--- config.mk ---
export PLATFORM = sky130hd
export DESIGN_NAME = cpu_boot_seq_flat
export DESIGN_NICKNAME = d
export VERILOG_FILES = /design/src/rtl/cpu_boot_seq_if.sv /design/src/rtl/cpu_boot_seq.sv /design/src/flat_wrapper.sv
export SDC_FILE = /design/constraint.sdc
export NUM_CORES = 1
export LEC_CHECK = 0
export CORE_MARGIN = 5
export CORE_UTILIZATION = 60
export CTS_CLUSTER_DIAMETER = 40
export DETAILED_ROUTE_END_ITERATION = 8
export GPL_TIMING_DRIVEN = 0
export PLACE_DENSITY_LB_ADDON = 0.15
export RECOVER_POWER = 100
export SKIP_CTS_REPAIR_TIMING = 1
export SLEW_MARGIN = 15
export SYNTH_ARGS = -nofsm -noshare
export SYNTH_HDL_FRONTEND = slang
export SYNTH_SLANG_ARGS = --single-unit
--- constraint.sdc ---
create_clock -name clk -period 6 [get_ports clk]
set_input_delay 1.2 -clock clk [delete_from_list [all_inputs] [get_ports clk]]
set_output_delay 1.2 -clock clk [all_outputs]
set_load 0.02 [all_outputs]
--- src/rtl/cpu_boot_seq_if.sv ---
// Host code stream plus the CPU-facing load bus of the boot sequencer.
// master = host/CPU side (drives the stream), slave = sequencer.
interface cpu_boot_seq_if;
  logic [15:0] in_data;
  logic        in_valid;
  logic        in_ready;
  logic [2:1]  cpu_rst;
  logic [15:0] par;
  logic        boot_done;

  modport master (output in_data, in_valid, input in_ready, cpu_rst, par, boot_done);
  modport slave  (input in_data, in_valid, output in_ready, cpu_rst, par, boot_done);
endinterface

--- src/rtl/cpu_boot_seq.sv ---
// Boot/run sequencer: buffers the host code image in a small FIFO and streams it
// one word per clock onto the CPU load bus, then releases the CPU into RUN.
module cpu_boot_seq #(
  parameter int CODE_WORDS = 1024,
  parameter int FIFO_DEPTH = 16,
  parameter int PRIME      = 16
) (
  input  logic          clk,
  input  logic          rst_n,
  input  logic          start,
  input  logic          halt,
  cpu_boot_seq_if.slave bus,
  output logic          running,
  output logic          busy,
  output logic          err_underrun,
  output logic [10:0]   words_loaded
);
  localparam int AW = $clog2(FIFO_DEPTH);
  localparam int CW = AW + 1;
  localparam logic [10:0]   CODE_N  = 11'(CODE_WORDS);
  localparam logic [CW-1:0] PRIME_N = CW'(PRIME);
  localparam logic [CW-1:0] DEPTH_N = CW'(FIFO_DEPTH);

  typedef enum logic [2:0] {S_IDLE, S_FILL, S_LOAD, S_BOOT, S_RUN} state_e;

  state_e        state_q, state_d;
  logic [15:0]   mem_q [FIFO_DEPTH];
  logic [AW-1:0] wr_q, wr_d, rd_q, rd_d;
  logic [CW-1:0] cnt_q, cnt_d, avail;
  logic [10:0]   acc_q, acc_d, wl_q, wl_d;
  logic [15:0]   par_q, par_d, head;
  logic [2:1]    cpu_rst_q, cpu_rst_d;
  logic          boot_q, boot_d, run_q, run_d, busy_q, busy_d, err_q, err_d;
  logic          in_ready, push, pop, flush;

  assign in_ready = ((state_q == S_FILL) || (state_q == S_LOAD)) &&
                    (cnt_q != DEPTH_N) && (acc_q < CODE_N);
  assign push     = in_ready && bus.in_valid;
  // A word arriving into an empty FIFO is forwarded straight to the pop.
  assign head     = (cnt_q == '0) ? bus.in_data : mem_q[rd_q];

  always_comb begin
    state_d = state_q;
    acc_d   = acc_q;
    wl_d    = wl_q;
    par_d   = par_q;
    err_d   = err_q;
    pop     = 1'b0;
    flush   = 1'b0;
    avail   = cnt_q + CW'(push);
    if (push) acc_d = acc_q + 11'd1;

    case (state_q)
      S_IDLE: if (start) begin
        state_d = S_FILL;
        flush   = 1'b1;
        acc_d   = '0;
        wl_d    = '0;
        err_d   = 1'b0;
      end
      // word 0 is popped on the way into LOAD so it appears with cpu_rst=01
      S_FILL: if ((avail >= PRIME_N) || (acc_d == CODE_N)) begin
        state_d = S_LOAD;
        pop     = 1'b1;
      end
      S_LOAD: begin
        if (wl_q == CODE_N) begin
          state_d = S_BOOT;
        end else if (avail == '0) begin
          err_d   = 1'b1;
          state_d = S_IDLE;
        end else begin
          pop = 1'b1;
        end
      end
      S_BOOT:  state_d = S_RUN;
      S_RUN:   state_d = S_RUN;
      default: state_d = S_IDLE;
    endcase

    if (pop) begin
      par_d = head;
      wl_d  = wl_q + 11'd1;
    end

    // halt overrides start and every transition; only the FIFO is touched
    if (halt) begin
      state_d = S_IDLE;
      flush   = 1'b1;
      pop     = 1'b0;
      acc_d   = acc_q;
      wl_d    = wl_q;
      par_d   = par_q;
      err_d   = err_q;
    end

    wr_d  = flush ? '0 : wr_q + AW'(push);
    rd_d  = flush ? '0 : rd_q + AW'(pop);
    cnt_d = flush ? '0 : cnt_q + CW'(push) - CW'(pop);

    cpu_rst_d = 2'b00;
    if (state_d == S_LOAD) cpu_rst_d = 2'b01;
    if ((state_d == S_BOOT) || (state_d == S_RUN)) cpu_rst_d = 2'b10;
    boot_d = (state_d == S_BOOT);
    run_d  = (state_d == S_RUN);
    busy_d = (state_d == S_FILL) || (state_d == S_LOAD) || (state_d == S_BOOT);
  end

  always_ff @(posedge clk or negedge rst_n) begin
    if (!rst_n) begin
      state_q   <= S_IDLE;
      wr_q      <= '0;
      rd_q      <= '0;
      cnt_q     <= '0;
      acc_q     <= '0;
      wl_q      <= '0;
      par_q     <= 16'h8000;
      err_q     <= 1'b0;
      cpu_rst_q <= 2'b00;
      boot_q    <= 1'b0;
      run_q     <= 1'b0;
      busy_q    <= 1'b0;
    end else begin
      state_q   <= state_d;
      wr_q      <= wr_d;
      rd_q      <= rd_d;
      cnt_q     <= cnt_d;
      acc_q     <= acc_d;
      wl_q      <= wl_d;
      par_q     <= par_d;
      err_q     <= err_d;
      cpu_rst_q <= cpu_rst_d;
      boot_q    <= boot_d;
      run_q     <= run_d;
      busy_q    <= busy_d;
    end
  end

  always_ff @(posedge clk) begin
    if (push) mem_q[wr_q] <= bus.in_data;
  end

  assign bus.in_ready  = in_ready;
  assign bus.cpu_rst   = cpu_rst_q;
  assign bus.par       = par_q;
  assign bus.boot_done = boot_q;
  assign running       = run_q;
  assign busy          = busy_q;
  assign err_underrun  = err_q;
  assign words_loaded  = wl_q;
endmodule

--- src/flat_wrapper.sv ---
// flat-port wrapper written by rule: the top's interface ports become plain ports
module cpu_boot_seq_flat 
#(
  parameter int CODE_WORDS = 1024,
  parameter int FIFO_DEPTH = 16,
  parameter int PRIME      = 16
)
  (clk, rst_n, start, halt, running, busy, err_underrun, words_loaded, bus_in_data, bus_in_valid, bus_in_ready, bus_cpu_rst, bus_par, bus_boot_done);
  cpu_boot_seq_if bus_i ();
  input  logic clk;
  input  logic rst_n;
  input  logic start;
  input  logic halt;
  output logic running;
  output logic busy;
  output logic err_underrun;
  output logic [10:0] words_loaded;
  input wire logic [$bits(bus_i.in_data)-1:0] bus_in_data;
  input wire logic [$bits(bus_i.in_valid)-1:0] bus_in_valid;
  output wire logic [$bits(bus_i.in_ready)-1:0] bus_in_ready;
  output wire logic [$bits(bus_i.cpu_rst)-1:0] bus_cpu_rst;
  output wire logic [$bits(bus_i.par)-1:0] bus_par;
  output wire logic [$bits(bus_i.boot_done)-1:0] bus_boot_done;
  assign bus_i.in_data = bus_in_data;
  assign bus_i.in_valid = bus_in_valid;
  assign bus_in_ready = bus_i.in_ready;
  assign bus_cpu_rst = bus_i.cpu_rst;
  assign bus_par = bus_i.par;
  assign bus_boot_done = bus_i.boot_done;
  cpu_boot_seq #(.CODE_WORDS(CODE_WORDS), .FIFO_DEPTH(FIFO_DEPTH), .PRIME(PRIME)) u_core (.clk(clk), .rst_n(rst_n), .start(start), .halt(halt), .bus(bus_i), .running(running), .busy(busy), .err_underrun(err_underrun), .words_loaded(words_loaded));
endmodule
# Word level (Yosys, flattened, before mapping)
# Memories as Yosys holds them, arrays and structs flattened.
# Cells that the tools add are included.
# W data, S select, Z words.
totals:
  input_bits: 21
  word_cells: 86
  out_inout_bits: 34
  mem_bits_rw: 256
  regBits: 60
  memories: 1
mem_list:
  columns: ["name", "depth", "width", "read_ports", "rd_ports_with_merged_regs", "wr", "line_no", "text"]
  rows:
  - ["u_core.mem_q", 16, 16, 1, 0, 1, "cpu_boot_seq.sv:27", "logic [15:0] mem_q [FIFO_DEPTH];"]
op_classes:
  mux: 32
  n_bitwise: 1
  n_addsub: 6
  n_lt_le_gt_ge: 2
  eq_ne: 14
  reduce_logical: 18
op_table:
  columns: ["op", "count"]
  rows:
  - ["$mux W11", 6]
  - ["$add A11 B1 Y11 const B", 2]
  - ["$eq A11 B11 Y1 const B", 2]
  - ["$mux W16", 1]
  - ["$mux W3", 5]
  - ["$mux W1", 13]
  - ["$eq A3 B2 Y1 const B", 4]
  - ["$pmux W3 S4", 1]
  - ["$lt A11 B11 Y1 const B", 1]
  - ["$logic_not A5 Y1", 2]
  - ["$add A4 B1 Y4", 2]
  - ["$mux W4", 2]
  - ["$eq A3 B1 Y1 const B", 2]
  - ["$eq A3 B3 Y1 const B", 2]
  - ["$ne A2 B2 Y1 const B", 3]
  - ["$reduce_bool A2 Y1", 3]
  - ["$add A5 B1 Y5", 1]
  - ["$ge A5 B5 Y1 const B", 1]
  - ["$logic_or A1 B1 Y1", 5]
  - ["$mux W5", 1]
  - ["$ne A5 B5 Y1 const B", 1]
  - ["$reduce_and A5 Y1", 1]
  - ["$sub A5 B1 Y5", 1]
  - ["$pmux W1 S2", 2]
  - ["7 further kinds", 9]

# Depth between registers and ports, before layout
# Gate-level depths: netlist (run 1).
depth:
  ltp_word: 14
  mapped_depth: 20
  ltp_nobuf: 18

# Worst setup path after synthesis (run 1)
# OpenSTA, ideal clock, no wires.
synth_timing:
  kind: "input-to-reg"
  start: "input bus_in_valid"
  end: "register u_core.cnt_q[4]"
  n_path_buf: 1
  stages: 19
  setup_time_ns: 0.132
  required_time_ns: 5.868
  arrival_ns: 4.239
  path_slack_ns: 1.629
  cell_sequence: "nand2b_1 -> a2111o_1 -> inv_2 -> ha_1 -> ha_1 -> nand2_1 -> o211ai_1 -> nand4b_1 -> o21ai_0 -> nand2b_1 -> clkbuf_1 -> nor2_1 -> ha_1 -> ha_1 -> nand2_1 -> xor2_1 -> o22ai_1 -> xnor2_1 -> nor2_1"
synth_via:
  elab_chain_cells: 9
  word_cells_on_any_way: 14
  cone_classes: "add/sub (2); order compare (1); eq/ne (1); mux (7); reduce/logical (3)"
synth_rtl:
  columns: ["item", "line_no", "text"]
  rows:
  - ["start, declared", "flat_wrapper.sv:19", "input wire logic [$bits(bus_i.in_valid)-1:0] bus_in_valid;"]
  - ["$logic_and A1 B1 Y1 (*)", "cpu_boot_seq.sv:38", "assign push = in_ready && bus.in_valid;"]
  - ["$add A5 B1 Y5 / $mux W11 (equally long branches)", "cpu_boot_seq.sv:50, cpu_boot_seq.sv:99, cpu_boot_seq.sv:51", null]
  - ["$ge A5 B5 Y1, or another cell as far along", "cpu_boot_seq.sv:62", "S_FILL: if ((avail >= PRIME_N) || (acc_d == CODE_N)) begin"]
  - ["$logic_or A1 B1 Y1 / $mux W1 (equally long branches)", "cpu_boot_seq.sv:62, cpu_boot_seq.sv:69", null]
  - ["$mux W1, on equally long branches", "cpu_boot_seq.sv:62, cpu_boot_seq.sv:67", null]
  - ["$pmux W1 S2", "cpu_boot_seq.sv:53", "case (state_q)"]
  - ["$mux W1", "cpu_boot_seq.sv:87", "if (halt) begin"]
  - ["$sub A5 B1 Y5 (*)", "cpu_boot_seq.sv:99", "cnt_d = flush ? '0 : cnt_q + CW'(push) - CW'(pop);"]
  - ["$mux W5 (*)", "cpu_boot_seq.sv:99", null]
  - ["net u_core.cnt_d[4]", "cpu_boot_seq.sv:29", "logic [CW-1:0] cnt_q, cnt_d, avail;"]
  - ["end signal, assigned", "cpu_boot_seq.sv:127", "cnt_q <= cnt_d;"]
  - ["end, declared", "cpu_boot_seq.sv:29", null]
# The timed path passes the listed nets; every way through them passes the cells marked *.
# A chain may end at the register's enable or synchronous reset.

# Worst setup path in the final report (run 1)
# Same ends and word-level chain as after synthesis.

==> summary.md, run 1 <==
| Metric | Value |
|---|---|
| Initial Utilization | roughly three fifths |
| Rows | 54 |
| Maximum VDD drop | approximately 0.27 mV |
| Hpwl dp | 21.6 mm |
| Nets | 979 |
| CP Max Fanout | 9 |
| Reg clk slew, reported paths | ~0.060 ns |
| Initial antenna violation count | 0 |
| Arr. time, crit path | 5.58 ns |
| Die span in y | about 160 um |
| Crit path capture type | flop |
| # setup viols final | 0 |
| Ys flop type | edfxtp_1 |
| Die Area | 0.0251 mm^2 |
| I/O Buffers | 54 |
| Min Clock Period, post-route | 5.20 ns |
| Critical Path RT | around 6.4 ns |
| Final WL | ~33 mm |
| Root buffer cell | clkbuf_16 |
| Vias | 8192 |
| Cell accounting for the most synthesized area | edfxtp_1 |
| Area grow syn2layout | 17.8% |
| Core area | approximately 0.022 mm^2 |
| Synth cell types | 68 |
| Total CTS buffers | 42 |
| Worst-Skew Late Latency | between 0.5 and 0.6 ns |
| Worst-Margin Slew | approximately 3 ns |
| Ant. Diodes | 0 |
| ANT nets after route | 0 |
| Status | finished with violations |
| Top-count cell post-synth | edfxtp_1 |
| H-Tree Level Count | 2 |
| Syn avg cell area | about 16 um^2 |
| DRC viols | 0 |
| Clk sinks | ~320 |
| RSZ-0062 raised after global routing | false |
| Synth warn | 0 |
| Layout cells sized above 1 | about an eighth |
| CP Launch Type | input port |
| Worst-case clock skew | between 0.01 and 0.015 ns |
| Max cap viols | 2 |
| CTS tree | done |
| Tot Pwr | 0.00505 W |
| Synth Register Bits | 316 |
| Power Density | about 320 mW/mm^2 |
| First-pass GRT wire length | 49.4 mm |
| GRT Total Usage | between 20% and 30% |
| Slew Viols, Final | 63 |
| DR iter-0 viols | 941 |
| Commonest cells in the netlist | edfxtp_1 (256), mux2i_1 (81), dfrtp_1 (59), a21oi_1 (41), nor2_1 (39) |
| Number of synthesized flops with an enable pin | approximately 260 |
| Mapped Area | 0.0132 mm^2 |
| Slew margin rel. | -102% |
| Drt pass-1 iters | 6 |
| Die X | ~160 um |
| Final setup TNS | 0 ns |
| Register area share after synthesis | between 60% and 70% |
| Clock buffer depth | 3 |
| Num ports | 55 |
| LEAKAGE | approximately 5.3 nW |
| Ys async rst share | 19.0% |
| GPL Wtd Cong | between 0.8 and 0.9 |
| Area contributors post-synth | edfxtp_1 (58%), dfrtp_1 (11%), mux2i_1 (6.1%), mux4_2 (5.4%), a221oi_1 (2.1%) |
| Grt ovf | 0 |
| Mapped Cells | 830 |
| Number of global-route vias before repair | slightly above 8000 |
| Top achievable clock speed | around 0.19 GHz |
| Hold Path Class | flop to flop |
| Period utilization | 86.6% |
| Failing checks | capacitance limit, slew limit |
| Wire per inst | 25.9 um |
| Largest net degree at the start of global routing | 54 |
| Crit path kind | input port to flop |
| Reg2reg setup slack | 1.21 ns |
| Fillers | around 1400 |
| Post-DR vias/cell | 6.50 |
| Top-area cell type share of the netlist area | ~58% |
| Fin. Hold Viols | 0 |
| Syn_nets | around 860 |
-- power by group --
group | internal [W] | total (W) | leakage [nW] | switching [W]
clock | 0.00157 | 0.00255 | 0.708 | 0.000982
combinational | 0.0000342 | 0.000120 | 1.53 | 0.0000855
sequential | 0.00238 | 0.00239 | 3.06 | 0.00000437
total | 0.00398 | 0.00505 | 5.29 | 0.00107
-- layout by cell type, fill, tap and decap left out, types with 25 or more instances in the layout --
| cell type | Yosys | final |
|---|---|---|
| edfxtp_1 | 256 | 256 |
| mux2i_1 | 81 | 81 |
| clkbuf_1 | 32 | 59 |
| dfrtp_1 | 59 | 59 |
| dlygate4sd3_1 | 0 | 52 |
| clkbuf_16 | 0 | 45 |
| a21oi_1 | 41 | 41 |
| nor2_1 | 39 | 40 |
| a221oi_1 | 32 | 32 |
| mux4_2 | 32 | 32 |
| o21ai_0 | 31 | 31 |
| inv_1 | 24 | 25 |
-- flip-flops by register name, summed over array words and instances, names as in the netlist --
signal	cells
u_core.acc_q	11
u_core.bus.boot_done	1
u_core.bus.cpu_rst	2
u_core.bus.par	16
u_core.busy	1
u_core.cnt_q	5
u_core.err_underrun	1
u_core.mem_q	256
u_core.rd_q	4
u_core.running	1
u_core.state_q	3
u_core.words_loaded	11
u_core.wr_q	4
-- layer usage --
metal / GRT usage, % / vias to the layer above / wire length, um
met4: 8.49 / 0 / 943
li1: - / 3528 / -
met3: 5.35 / 85 / 2920
met2: 41.1 / 425 / 15700
met5: 0 / - / 0
met1: 38.5 / 4154 / 13100
-- critical path, stage by stage --
cell,delay [ns]
clkdlybuf4s50_1,0.48
nand2b_1,0.08
a2111o_1,0.38
inv_1,0.33
ha_1,0.27
ha_1,0.24
nand2_1,0.09
o211ai_1,0.17
nand4b_1,0.14
o21ai_0,0.35
nand2b_1,0.15
clkbuf_1,0.40
nor2_1,0.15
ha_1,0.25
ha_1,0.23
nand2_1,0.12
xor2_1,0.19
o22ai_1,0.13
xnor2_1,0.16
nor2_1,0.06
-- final cells by class --
class / instances / area, um^2 / area share (%)
Sequential cell: 316 / 9190 / 58.9
Multi-Input combinational cell: 442 / 3710 / 23.8
Clock buffer: 49 / 1140 / 7.31
Timing Repair Buffer: 73 / 606 / 3.88
Tap cell: 280 / 350 / 2.25
Clock inverter: 29 / 315 / 2.02
Buffer: 46 / 190 / 1.22
Inverter: 26 / 97.6 / 0.626
-- worst paths after layout --
kind,from,endpoint,depth (start not counted)
max,bus_in_valid,u_core.cnt_q[4]$_DFF_PN0_,20
min,u_core.bus.par[15]$_DFFE_PN1N_,u_core.bus.par[15]$_DFFE_PN1N_,2
max reg2reg,u_core.cnt_q[3]$_DFF_PN0_,u_core.cnt_q[4]$_DFF_PN0_,19
min reg2reg,u_core.bus.par[15]$_DFFE_PN1N_,u_core.bus.par[15]$_DFFE_PN1N_,2
max in group asynchronous,rst_n,u_core.bus.par[7]$_DFFE_PN0N_,2
min in group asynchronous,rst_n,u_core.bus.par[3]$_DFFE_PN0N_,1
-- cell families (layout without fill, tap and decap cells) --
logic type,after synthesis,after routing,synth area share (%)
xor+xnor,14,14,0.983
compound gates,160,160,8.58
flops,316,316,69.4
simple gates,142,142,5.81
fa+ha+maj,11,11,1.04
mux,115,115,11.7
buf+inv,72,223,2.43
-- through the flow --
step | cell area (um^2) | hold WS (ns) | worst slack [ns] | cells | utilization [%]
5_1_grt | 15600 | 0.501 | 0.409 | 1261 | 71.7
3_5_place_dp | 14400 | 0.474 | 0.400 | 1183 | 66.4
4_1_cts | 15900 | 0.482 | 0.850 | 1261 | 73.1
3_3_place_gp | 14100 | 0.458 | 0.581 | 1164 | 64.9
2_1_floorplan | 13200 | 0.497 | 1.63 | 830 | -
6_report | 15600 | 0.480 | 0.804 | 1261 | 71.7
No activity file was read; power rests on OpenSTA's default activity.
==> run 2, diff against run 1 <==
--- a/config.mk
+++ b/config.mk
@@ -13,7 +13,7 @@
 export PLACE_DENSITY_LB_ADDON = 0.15
 export RECOVER_POWER = 100
 export SKIP_CTS_REPAIR_TIMING = 1
-export SLEW_MARGIN = 15
+export SLEW_MARGIN = 20
 export SYNTH_ARGS = -nofsm -noshare
 export SYNTH_HDL_FRONTEND = slang
 export SYNTH_SLANG_ARGS = --single-unit
==> constraint.sdc (replaced) <==
create_clock -name clk -period 5.4 [get_ports clk]
set_input_delay 1.08 -clock clk [delete_from_list [all_inputs] [get_ports clk]]
set_output_delay 1.08 -clock clk [all_outputs]
set_load 0.02 [all_outputs]
==> run 2 against run 1 <==
- the flow still finishes with violations (capacitance limit, slew limit)
- core utilization fell by 1.4 points
- combinational power rose by 10%
- non-clock buffer count fell by 1
- die area did not move
- setup slack got worse by 0.17 ns
==> summary.md, run 2 (synthesized netlist as in run 1, its figures left out) <==
| Metric | Value |
|---|---|
| Power Density | 336 mW/mm^2 (was 324 mW/mm^2) |
| Max cap viols | 1 (was 2) |
| Failing checks | capacitance limit, slew limit (unchanged) |
| DRC viols | 0 (unchanged) |
| Root buffer cell | clkbuf_16 (unchanged) |
| Rows | 54 (unchanged) |
| Largest net degree at the start of global routing | 54 (unchanged) |
| Post-Place Cells | 1183 (unchanged) |
| FF-to-FF path depth | 18 (was 19) |
| Die Area | 0.0251 mm^2 (unchanged) |
| Period utilization | slightly below 90% |
| Sequential share of power | 51.6% (was 47.2%) |
| Fin util | 70.3% (was 71.7%) |
| Grt ovf | 0 (unchanged) |
| Reg clk slew, reported paths | 0.06 ns (about the same) |
| Final WL | 31.8 mm (was 32.6 mm) |
| H-Tree Level Count | 2 (unchanged) |
| Die span in y | 159 um (unchanged) |
| Worst-Skew Late Latency | 0.52 ns (was 0.53 ns) |
| Worst-Margin Slew | 3.00 ns (was 3.03 ns) |
| Non-filler instance count after layout | 1248 (was 1261) |
| Fin. Hold Viols | 0 (unchanged) |
| Wire per inst | 25.4 um (was 25.9 um) |
| # setup viols final | 0 (unchanged) |
| Vias | 8033 (was 8192) |
| LEAKAGE | 5.14 nW (was 5.29 nW) |
| Fillers | 1417 (was 1369) |
| Number of global-route vias before repair | 8165 (was 8313) |
| Worst-case clock skew | 0.0234 ns (was 0.0145 ns) |
| Maximum VDD drop | 0.344 mV (was 0.269 mV) |
| Commonest non-fill, non-tap cells in the layout | edfxtp_1 (256), mux2i_1 (81), dfrtp_1 (59) (was edfxtp_1 (256), mux2i_1 (81), clkbuf_1 (59), dfrtp_1 (59), dlygate4sd3_1 (52)) |
| Num ports | 55 (unchanged) |
| Core area | 0.0218 mm^2 (unchanged) |
| Most common cell after layout, fill and taps aside | edfxtp_1 (unchanged) |
| Switching pwr | 0.00107 W (about the same) |
| Initial Utilization | 60.9% (unchanged) |
| Top achievable clock speed | between 0.2 and 0.25 GHz |
| Crit path capture type | flop (unchanged) |
| GPL Wtd Cong | 0.872 (unchanged) |
| Hold Path Class | flop to flop (unchanged) |
| Slew Viols, Final | 54 (was 63) |
| Max reg flops | 256 (unchanged) |
| Layout cells sized above 1 | 11.7% (was 12.6%) |
| ANT nets after route | 0 (unchanged) |
| Reg2reg setup slack | 0.94 ns (was 1.21 ns) |
| Crit path kind | input port to flop (unchanged) |
| CP Launch Type | input port (unchanged) |
| Slew margin rel. | -100% (was -102%) |
| Min Clock Period, post-route | 4.76 ns |
| CP Max Fanout | 10 (was 9) |
| Ant. Diodes | 0 (unchanged) |
| Top reg by flops | u_core.mem_q (unchanged) |
| Die X | 159 um (unchanged) |
| Status | finished with violations (unchanged) |
| RSZ-0062 raised after global routing | false (unchanged) |
| Sw frac | 20.9% (was 21.2%) |
| Clock share of power | 45.9% (was 50.4%) |
| Hpwl dp | 21.6 mm (about the same) |
| Post-DR vias/cell | 6.44 (was 6.50) |
| DR iter-0 viols | 928 (was 941) |
| Drt pass-1 iters | 5 (was 6) |
| Arr. time, crit path | 5.18 ns (was 5.58 ns) |
| GRT Total Usage | 26.1% (was 26.5%) |
| Clock buffer depth | 3 (unchanged) |
| Clk sinks | 316 (unchanged) |
| Cell-internal power | 0.00407 W (was 0.00398 W) |
| Combinational share of power | 2.6% (was 2.4%) |
| Critical Path RT | 5.82 ns (was 6.38 ns) |
| Initial antenna violation count | 0 (unchanged) |
| CTS tree | done (unchanged) |
| Final setup TNS | 0 ns (unchanged) |
| Final worst slack | 0.636 ns (was 0.804 ns) |
| Hold_ws | 0.468 ns (was 0.480 ns) |
| Worst hold path cell count | 2 (unchanged) |
| I/O Buffers | 54 (unchanged) |
| DP Worst Slack | -0.0756 ns (was 0.400 ns) |
| Total CTS buffers | 36 (was 42) |
| Nets | 972 (was 979) |
| Area grow syn2layout | 15.6% (was 17.8%) |
| First-pass GRT wire length | 48.7 mm (was 49.4 mm) |
-- run 2: cell types whose count changed in the layout (fill, tap and decap cells not counted) --
| cell | previous run | this run |
|---|---|---|
| clkinvlp_4 | 2 | 3 |
| clkbuf_16 | 45 | 37 |
| inv_2 | 0 | 1 |
| inv_8 | 3 | 1 |
| clkbuf_8 | 0 | 1 |
| clkinv_8 | 1 | 0 |
| clkinv_2 | 3 | 6 |
| bufinv_16 | 4 | 2 |
| clkbuf_1 | 59 | 58 |
| inv_6 | 6 | 5 |
| inv_1 | 25 | 24 |
| clkinv_4 | 5 | 2 |
-- run 2: power by group through the flow --
stage | logic (W) | registers [W] | clock network (W)
after global placement | 0.000126 | 0.00270 | 0
final | 0.000132 | 0.00265 | 0.00236
after global routing | 0.000143 | 0.00265 | 0.00251
after detailed placement | 0.000137 | 0.00270 | 0
after CTS | 0.000138 | 0.00265 | 0.00239
after floorplan | 0.0000543 | 0.00270 | 0
-- run 2: final timing paths --
check,endpoint,startpoint
max,u_core.bus.par[4]$_DFFE_PN0N_,bus_in_valid
min,u_core.bus.par[15]$_DFFE_PN1N_,u_core.bus.par[15]$_DFFE_PN1N_
max reg2reg,u_core.cnt_q[4]$_DFF_PN0_,u_core.cnt_q[2]$_DFF_PN0_
min reg2reg,u_core.bus.par[15]$_DFFE_PN1N_,u_core.bus.par[15]$_DFFE_PN1N_
max in group asynchronous,u_core.state_q[1]$_DFF_PN0_,rst_n
min in group asynchronous,u_core.bus.par[4]$_DFFE_PN0N_,rst_n
-- run 2: stage by stage --
step,area [um^2],power (W)
6_report,15300,0.00514
4_1_cts,15600,0.00518
2_1_floorplan,13200,0.00275
3_5_place_dp,14400,0.00284
5_1_grt,15300,0.00530
3_3_place_gp,14100,0.00283
-- run 2: final cells by class --
class	instances	area, um^2	share of cell area (%)
sequential	316	9190	60.1
multi-input combinational	442	3710	24.3
clock buffer	42	955	6.24
timing repair buffer	73	606	3.96
tap	280	350	2.29
clock inverter	24	204	1.33
buffer	45	186	1.22
inverter	26	97.6	0.638
-- run 2: routing by layer --
layer	vias up	GRT usage [%]	wire, um
met5	-	0	0
met4	0	6.95	790
met3	59	6.06	2850
met2	427	40.8	15200
met1	4044	37.8	12900
li1	3503	-	-
-- run 2: critical path, cell delays in order --
cell and delay [ns]:
clkdlybuf4s50_1 0.48, nand2b_1 0.08, a2111o_1 0.40, inv_2 0.21, ha_1 0.22, ha_1 0.24, or2_2 0.15, o211ai_1 0.10
nand4b_1 0.13, o21ai_0 0.16, nand2b_1 0.39, nor2_1 0.48, clkbuf_1 0.73, mux2i_1 0.31
